--- src/rtl/fifo_rd_pingpong.sv ---
// Read-side drain stage for an async FIFO. It pops words into a two-entry ping-pong buffer and presents them as a valid/ready stream.
// Optional statistics counters are enabled by defining RD_STAT_EN.
module fifo_rd_pingpong #(
  parameter int DSIZE  = 8,
  parameter int RD_LAT = 0,
  parameter int CNT_W  = 16
) (
  input  logic             rclk,
  input  logic             rrst,
  input  logic             rempty,
  output logic             r_req,
  input  logic [DSIZE-1:0] rdata,
  output logic             out_valid,
  input  logic             out_ready,
  output logic [DSIZE-1:0] out_data,
  output logic [1:0]       occ
`ifdef RD_STAT_EN
  ,
  output logic [CNT_W-1:0] stat_words,
  output logic [CNT_W-1:0] stat_stall
`endif
);

  logic             pop;
  logic             deq;
  logic             cap;
  logic             inflight;
  logic             wsel;
  logic             rsel;
  logic [DSIZE-1:0] bank0;
  logic [DSIZE-1:0] bank1;
  logic [2:0]       load;
  logic [2:0]       occ_sum;

  if ((RD_LAT != 0 && RD_LAT != 1) || CNT_W < 1) begin : g_bad_param
    $error("fifo_rd_pingpong: RD_LAT must be 0 or 1 and CNT_W positive");
  end

  assign out_valid = (occ != 2'd0);
  assign deq       = out_valid & out_ready;

  // Slots committed after this cycle: buffered plus in flight, minus the word leaving now.
  assign load  = {1'b0, occ} + {2'b00, inflight} - {2'b00, deq};
  assign r_req = ~rrst & ~rempty & (load < 3'd2);
  assign pop   = r_req & ~rempty;

  if (RD_LAT == 0) begin : g_lat0
    assign cap      = pop;
    assign inflight = 1'b0;
  end else begin : g_lat1
    logic inflight_p1;

    // Stage p1: the FIFO memory registers rdata one cycle after the pop.
    always_ff @(posedge rclk) begin
      if (rrst) inflight_p1 <= 1'b0;
      else      inflight_p1 <= pop;
    end

    assign cap      = inflight_p1;
    assign inflight = inflight_p1;
  end

  assign occ_sum  = {1'b0, occ} + {2'b00, cap} - {2'b00, deq};
  assign out_data = rsel ? bank1 : bank0;

  // Buffer stage: capture into bank[wsel], drain from bank[rsel].
  always_ff @(posedge rclk) begin
    if (rrst) begin
      occ   <= 2'd0;
      wsel  <= 1'b0;
      rsel  <= 1'b0;
      bank0 <= '0;
      bank1 <= '0;
    end else begin
      assert (occ_sum <= 3'd2);
      occ <= occ_sum[1:0];
      if (cap) begin
        wsel <= ~wsel;
        if (wsel) bank1 <= rdata;
        else      bank0 <= rdata;
      end
      if (deq) rsel <= ~rsel;
    end
  end

`ifdef RD_STAT_EN
  always_ff @(posedge rclk) begin
    if (rrst) begin
      stat_words <= '0;
      stat_stall <= '0;
    end else begin
      if (deq)                    stat_words <= stat_words + CNT_W'(1);
      if (out_valid & ~out_ready) stat_stall <= stat_stall + CNT_W'(1);
    end
  end
`endif

endmodule

--- config.mk ---
export PLATFORM = sky130hd
export DESIGN_NAME = fifo_rd_pingpong
export DESIGN_NICKNAME = d
export VERILOG_FILES = /design/src/rtl/fifo_rd_pingpong.sv
export SDC_FILE = /design/constraint.sdc
export NUM_CORES = 1
export LEC_CHECK = 0
export CORE_UTILIZATION = 40
export DETAILED_ROUTE_END_ITERATION = 10
export GPL_ROUTABILITY_DRIVEN = 0
export PLACE_DENSITY = 0.67
export SLEW_MARGIN = 25
export SYNTH_ARGS = -nofsm -noshare
export SYNTH_HDL_FRONTEND = slang
export SYNTH_SLANG_ARGS = --single-unit
--- constraint.sdc ---
create_clock -name rclk -period 1.9 [get_ports rclk]
set_input_delay 0.285 -clock rclk [delete_from_list [all_inputs] [get_ports rclk]]
set_output_delay 0.285 -clock rclk [all_outputs]
set_load 0.02 [all_outputs]
==> reports/metrics.cfg, run 1 <==
[worst_setup_path]
cp_max_fo = 6
crit_arrival_ns = 1.46
crit_slowest_cell = dfxtp_1
crit_type = reg -> out
critPathMaxStageDelay_ns = 0.35
end_kind = primary output
cp_cell_sequence = buf_4, mux2_2, dlygate4sd2_1
start_kind = flop
worstPathRequired_ns = 1.62

[routing]
num_vias = 694
firstDrtPassIters = 4
avgViaCountPerCell = 4.596
route.detailed.drc = 0
wl_per_cell_um = 11.41
drt-initial-drc-count = 5
drt-total-wl_um = 1723
ant_nets = 0

[place]
numPortBuffers = 23
hpwl_um = 1208

[logic_synthesis]
synth_common_cells = dfxtp_1 (20), mux2i_1 (17), nand2b_1 (17)
postSynthRegisterBits = 20
synth_ff_type = dfxtp_1
synth_edf_count = 0
synth_top_area_share_pct = 41.29
muxShareOfSynthArea_pct = 26.84
synth_adder_area_share_pct = 2.581
yosys.area.top_type = dfxtp_1
synth-xor-area-share_pct = 2.710
async_reset_ff_share_pct = 0
ys_seq_area_share_pct = 41.29
synth_top_family_by_area = multiplexers
synthCells = 92
synth_cell_types = 19
yosysMostFrequentCell = dfxtp_1
syn_nets = 106
synthTopCellsByArea = dfxtp_1 (41%), mux2i_1 (18%), nand2b_1 (11%)
syn_avg_cell_area_um2 = 10.54
synth_compound_area_share_pct = 5.161
yosysWarnings = 0
synth_area_um2 = 969.7
synth-simple-area-share_pct = 15.87

[clock_network]
clk_path_buf_depth = 2
cts_tree = built
root_buffer = clkbuf_4
cts.clk_slew.worst_paths_ns = 0.12
numCtsBuffers = 3
clk_latency_ns = 0.30
cts-htree-levels = 1
cts_num_sinks = 20
cts_setup_buffers = 0

[layout]
fin_nets = 138
multi_input_area_um2 = 515.5
drive_gt1_share_pct = 20.33
layout.area.seq_um2 = 400.4
diodes = 0
post-route-util_pct = 58.49
fillers = 226
syn2layout_area_growth_pct = 36.00

[pwr]
worst_ir_drop_vdd_uv = 735.3
power.density_mw_per_mm2 = 1073
p_leak_nw = 0.6957

[grt]
grt_max_degree = 22
overflow = 0
grt_pass1_wl_um = 2856
grtUsageTotal_pct = 15.13
grt_antenna_before_repair = 0
grt_pass1_vias = 683

[sta]
max_slew.worst_pin.slew_ns = 0.4257
finClkSkew_ns = 0.007557
relSlewSlack_pct = 71.49
period_needed_ns = 1.749
setup-violations-final = 0
hold_viol = 0
rsz0062_at_grt = false
tns_ns = 0
fin_crit_sh_pct = 92.06
maxSlewViolCount = 0
fmax_mhz = 571.7

[min_path]
hold_path_class = reg -> reg

[floorplanning]
dieArea_mm2 = 0.002625
die_x_um = 51.24
fp.dieH_um = 51.24
ios = 24
fp.coreArea_mm2 = 0.002255
rows = 17
start_util_pct = 43.01

[status]
status = finished, final reports clean

[run]
cap_violations = 0

==> layout by cell type, fill, tap and decap left out, types with 2 or more instances in the layout <==
master and n:
nand2b_1 17, xnor2_1 3, clkbuf_4 3, mux2_2 8, buf_4 7, clkdlybuf4s50_1 13
nor2_1 3, ha_1 2, inv_1 10, mux2i_1 17, dfxtp_1 20, dlygate4sd2_1 9
==> critical path, delay by kind of cell (launching register included) <==
kind,cells,cell delay [ns]
buf+inv,2,0.47
flops,1,0.35
mux,1,0.34
==> kinds of logic after synthesis <==
kind of cell | after synthesis
AOI/OAI and AO/OA | 4
xor gates and xnor gates | 3
adders and majority gates | 2
and+or+nand+nor | 24
muxes | 25
DFF | 20
buffers and inverters | 14
==> repair_timing <==
item	4_1_cts	5_1_grt
hold buffers	0	0
gates resized for setup	9	1
setup endpoints to repair	9	1
==> through the flow <==
step	hold WS, ns	cell area [µm²]	std cells	power, W	setup WS [ns]
detailed placement	0.4664	1275	147	0.001112	-0.09473
global placement	0.4584	1275	147	0.001105	-0.04518
CTS	0.4852	1316	151	0.001442	0.06399
finish	0.4805	1319	151	0.001415	0.1509
global route	0.4925	1319	151	0.001503	0.08289
floorplan	0.4375	969.7	92	0.0008893	0.1980
==> report_power, final <==
| part | switching, W | internal, W | total, W |
|---|---|---|---|
| combinational | 0.000252 | 0.000277 | 0.000528 |
| clock | 0.000136 | 0.000213 | 0.000350 |
| sequential | 0.0000504 | 0.000487 | 0.000537 |
| total | 0.000439 | 0.000976 | 0.00141 |
==> metal layers <==
| layer | GRT usage (%) | vias to the layer above | share of wire, % |
|---|---|---|---|
| met4 | 9.459 | 0 | 0.93 |
| met1 | 18.23 | 310 | 49 |
| met3 | 2.679 | 2 | 4.6 |
| met5 | 0 | - | 0 |
| met2 | 24.78 | 20 | 46 |
| li1 | - | 362 | - |
==> layout make-up <==
| type | count | area share [%] |
|---|---|---|
| multi-input combinational | 58 | 39.09 |
| sequential | 20 | 30.36 |
| timing repair buffer | 30 | 20.78 |
| inverter | 11 | 3.131 |
| tap | 28 | 2.657 |
| clock inverter | 1 | 2.277 |
| clock buffer | 3 | 1.708 |
==> flip-flops by register name (all words and copies together) (netlist names) <==
signal and flops:
bank0 8, occ 2, rsel 1, bank1 8
wsel 1
==> worst paths after layout <==
check / start / end / slack, ns / cells past startpoint
worst min register to register: bank0[7] / bank0[7] / 0.48 / 2
worst max register to register: occ[0] / occ[1] / 0.30 / 8
worst max-delay path: rsel / out_data[7] / 0.15 / 3
worst min-delay path: bank0[7] / bank0[7] / 0.48 / 2
Note: power is estimated with default switching activity, not from simulation.
==> inputs of run 2 (changes only) <==
Settings changed: CORE_UTILIZATION 40 to 45, CTS_BUF_LIST from default to sky130_fd_sc_hd__clkbuf_8 sky130_fd_sc_hd__clkbuf_16, CTS_CLUSTER_DIAMETER from default to 30, PLACE_DENSITY 0.67 to 0.74.
==> reports/metrics.cfg, run 2 (same netlist as run 1, synthesis figures left out) <==
[pwr]
power.density_mw_per_mm2 = 1107
p_leak_nw = 0.7882
worst_ir_drop_vdd_uv = 708.4
total_power_w = 0.001509

[layout]
syn2layout_area_growth_pct = 40.65
post-route-util_pct = 68.13
final_cells = 150
reg_top3 = bank0 x8, bank1 x8, occ x2
layout_commonest_cell = dfxtp_1
fin_nets = 138
diodes = 0
drive_gt1_share_pct = 20.33
mostFrequentLayoutCells = dfxtp_1 (20), nand2b_1 (17), mux2i_1 (17)

[floorplanning]
die_x_um = 48.42
rows = 16
ios = 24
dieArea_mm2 = 0.002345
fp.dieH_um = 48.42
start_util_pct = 48.44
fp.coreArea_mm2 = 0.002002

[sta]
finClkSkew_ns = 0.008013
fmax_mhz = 572.0
fin_crit_sh_pct = 92.01
hold_viol = 0
relSlewSlack_pct = 71.67
max_slew.worst_pin.slew_ns = 0.4229
rsz0062_at_grt = false
setup-violations-final = 0
period_needed_ns = 1.748
maxSlewViolCount = 0

[grt]
grt_antenna_before_repair = 0
grt_pass1_vias = 622
overflow = 0
grtUsageTotal_pct = 14.43
grt_max_degree = 22
grt_pass1_wl_um = 2670

[clock_network]
hold_buffers = 0
numCtsBuffers = 3
cts.clk_slew.worst_paths_ns = 0.08
clk_latency_ns = 0.25
cts-htree-levels = 1
clk_path_buf_depth = 2
cts_tree = built
root_buffer = clkbuf_8
cts_num_sinks = 20

[routing]
num_vias = 689
wl_per_cell_um = 11.21
drt-initial-drc-count = 9
firstDrtPassIters = 4
avgViaCountPerCell = 4.593
drt-total-wl_um = 1681
route.detailed.drc = 0
ant_nets = 0

[worst_setup_path]
crit_arrival_ns = 1.46
worstPathRequired_ns = 1.62
end_kind = primary output
cp_max_fo = 5
start_kind = flop
crit_type = reg -> out

[min_path]
hold_path_class = reg -> reg

[place]
hpwl_um = 1177
numPortBuffers = 23
dp_cells = 146

[run]
cap_violations = 0

[status]
status = finished, final reports clean

-- run 2: cell count changes in the layout (fill, tap and decap cells not counted), sizes merged --
cell and delta:
clkdlybuf4s50 +1, dlymetal6s2s +7, dlygate4sd2 -8
-- run 2: layout make-up --
| class | instances | area [µm²] |
|---|---|---|
| Clock buffer | 3 | 41.29 |
| Clock inverter | 1 | 30.03 |
| Fill cell | 163 | 638.1 |
| Inverter | 11 | 41.29 |
| Multi-Input combinational cell | 58 | 515.5 |
| Sequential cell | 20 | 400.4 |
| Tap cell | 27 | 33.78 |
| Timing Repair Buffer | 30 | 301.5 |
-- run 2: final timing paths --
path,startpoint,endpoint,slack (ns),cells past startpoint
worst max register to register,occ[1],occ[1],0.26,8
worst min register to register,bank0[7],bank0[7],0.48,2
worst max-delay path,occ[0],out_valid,0.15,2
worst min-delay path,bank0[7],bank0[7],0.48,2
-- run 2: stage by stage --
step | area (µm²) | setup TNS [ns] | hold slack, ns | worst slack [ns]
after floorplan | 969.7 | 0 | 0.4375 | 0.1980
after global placement | 1274 | -0.06429 | 0.4581 | -0.03435
after detailed placement | 1274 | -0.1775 | 0.4681 | -0.1073
after CTS | 1344 | 0 | 0.4801 | 0.009912
after global routing | 1364 | 0 | 0.5033 | 0.04861
final | 1364 | 0 | 0.4780 | 0.1517
-- run 2: routing by layer --
layer  vias up  GRT usage (%)  share of wire (%)
met5         -              0                  0
li1        358              -                  -
met2        14          23.94                 48
met4         0          4.412               0.83
met1       315          18.93                 48
met3         2          2.830                3.1
-- run 2: what timing repair did --
item                                    CTS  global route
buffers inserted                          0             0
endpoints found under the setup margin    1             8
gates cloned                              0             0
endpoints found under the hold margin     0             0
resized for setup                         1             8
-- run 2: worst max-delay path: stages (launching register included) --
cell and delay, ns:
dfxtp_1 0.37, or2_2 0.31, clkdlybuf4s50_1 0.54
-- run 2: report_power, final --
| group | total [W] | internal (W) | switching (W) |
|---|---|---|---|
| Clock | 0.000421 | 0.000281 | 0.000140 |
| Sequential | 0.000538 | 0.000487 | 0.0000511 |
| Combinational | 0.000551 | 0.000296 | 0.000255 |
==> inputs of run 3 (changes only) <==
Settings changed: SKIP_CTS_REPAIR_TIMING from default to 1, TNS_END_PERCENT from default to 20.
==> reports/metrics.cfg, run 3 (same netlist as run 1, synthesis figures left out) <==
[grt]
grtUsageTotal_pct = 14.43
grt_pass1_vias = 622
use_met1_pct = 18.93
grt_pass1_wl_um = 2670
overflow = 0
grt_use_met3_pct = 2.830
grt_max_degree = 22
met2_usage_pct = 23.94
top_usage_layer = met2
grt_antenna_before_repair = 0

[clock_network]
cts.clk_slew.worst_paths_ns = 0.08
cts_tree = built
clk_latency_ns = 0.25
root_buffer = clkbuf_8
numCtsBuffers = 3
clk_path_buf_depth = 2
cts-htree-levels = 1
cts_num_sinks = 20

[floorplanning]
fp.dieH_um = 48.42
dieArea_mm2 = 0.002345
start_util_pct = 48.44
fp.coreArea_mm2 = 0.002002
ios = 24
die_x_um = 48.42
rows = 16

[worst_setup_path]
end_kind = primary output
cp_max_fo = 5
worstPathRequired_ns = 1.62
rr_startpoint = occ[1]
rr_endpoint = occ[1]
start_kind = flop
crit_arrival_ns = 1.46
crit_type = reg -> out
rr_worst_depth = 8
reg2reg_slack_ns = 0.33

[pwr]
worst_ir_drop_vdd_uv = 713.5
p_leak_nw = 0.8001
power.density_mw_per_mm2 = 1104
total_power_w = 0.001514

[routing]
drt-initial-drc-count = 9
num_vias = 691
firstDrtPassIters = 4
ant_nets = 0
avgViaCountPerCell = 4.607
drt-total-wl_um = 1686
route.detailed.drc = 0
wl_per_cell_um = 11.24

[sta]
maxSlewViolCount = 0
period_needed_ns = 1.749
max_slew.worst_pin.slew_ns = 0.4229
rsz0062_at_grt = false
finClkSkew_ns = 0.008013
fin_crit_sh_pct = 92.03
hold_viol = 0
fmax_mhz = 571.9
setup-violations-final = 0
relSlewSlack_pct = 71.67

[layout]
post-route-util_pct = 68.50
fin_nets = 138
reg_top3 = bank0 x8, bank1 x8, occ x2
mostFrequentLayoutCells = dfxtp_1 (20), nand2b_1 (17), mux2i_1 (17)
drive_gt1_share_pct = 21.14
syn2layout_area_growth_pct = 41.42
layout_commonest_cell = dfxtp_1
diodes = 0

[place]
hpwl_um = 1177
numPortBuffers = 23

[status]
status = finished, final reports clean

[min_path]
hold_end = bank0[7]
hold_path_class = reg -> reg
hold_depth = 2
hold_start = bank0[7]

[run]
cap_violations = 0

==> run 3: cell types whose count changed in the layout (fill, tap and decap cells not counted) <==
cell,previous run,this run
o21ai_2,0,1
o21ai_1,1,0
dlygate4sd2_1,1,0
dlymetal6s2s_1,8,9
==> run 3: how the worst max path moves through the flow <==
stage | startpoint | endpoint | slack [ns] | depth (start not counted)
CTS | out_ready | r_req | -0.07 | 5
detailed placement | out_ready | occ[1] | -0.11 | 9
floorplan | occ[0] | occ[1] | 0.20 | 8
global placement | out_ready | occ[1] | -0.03 | 9
global route | rempty | occ[1] | 0.09 | 9
finish | occ[0] | out_valid | 0.15 | 2
==> run 3: through the flow <==
step	instance area (µm²)	setup WS [ns]	hold WS, ns	setup TNS [ns]	instances
6_report	1371	0.1515	0.4780	0	150
5_1_grt	1371	0.08831	0.5033	0	150
4_1_cts	1345	-0.06989	0.4801	-0.06989	150
3_5_place_dp	1274	-0.1073	0.4681	-0.1775	146
3_3_place_gp	1274	-0.03435	0.4581	-0.06429	146
2_1_floorplan	969.7	0.1980	0.4375	0	92
==> run 3: worst max-delay path, stage by stage, from the launching register on <==
cell	delay, ns
dfxtp_1	0.37
or2_2	0.31
clkdlybuf4s50_1	0.54
==> run 3: cell type report <==
cell class | instances | area [µm²]
clock buffer | 3 | 41.29
clock inverter | 1 | 30.03
fill | 160 | 630.6
inverter | 11 | 41.29
multi-input combinational | 58 | 519.2
sequential | 20 | 400.4
tap | 27 | 33.78
timing repair buffer | 30 | 305.3
==> run 3: power breakdown <==
part | internal, W | switching (W) | leakage [nW]
registers | 0.000487 | 0.0000514 | 0.164
logic | 0.000298 | 0.000257 | 0.600
clock network | 0.000281 | 0.000140 | 0.0357
==> run 3: metal layers <==
metal / share of wire, % / up-vias / wire length (µm)
met3: 3.2 / 2 / 54
met5: 0 / - / 0
li1: - / 360 / -
met1: 48 / 315 / 807
met4: 0.83 / 0 / 14
met2: 48 / 14 / 810
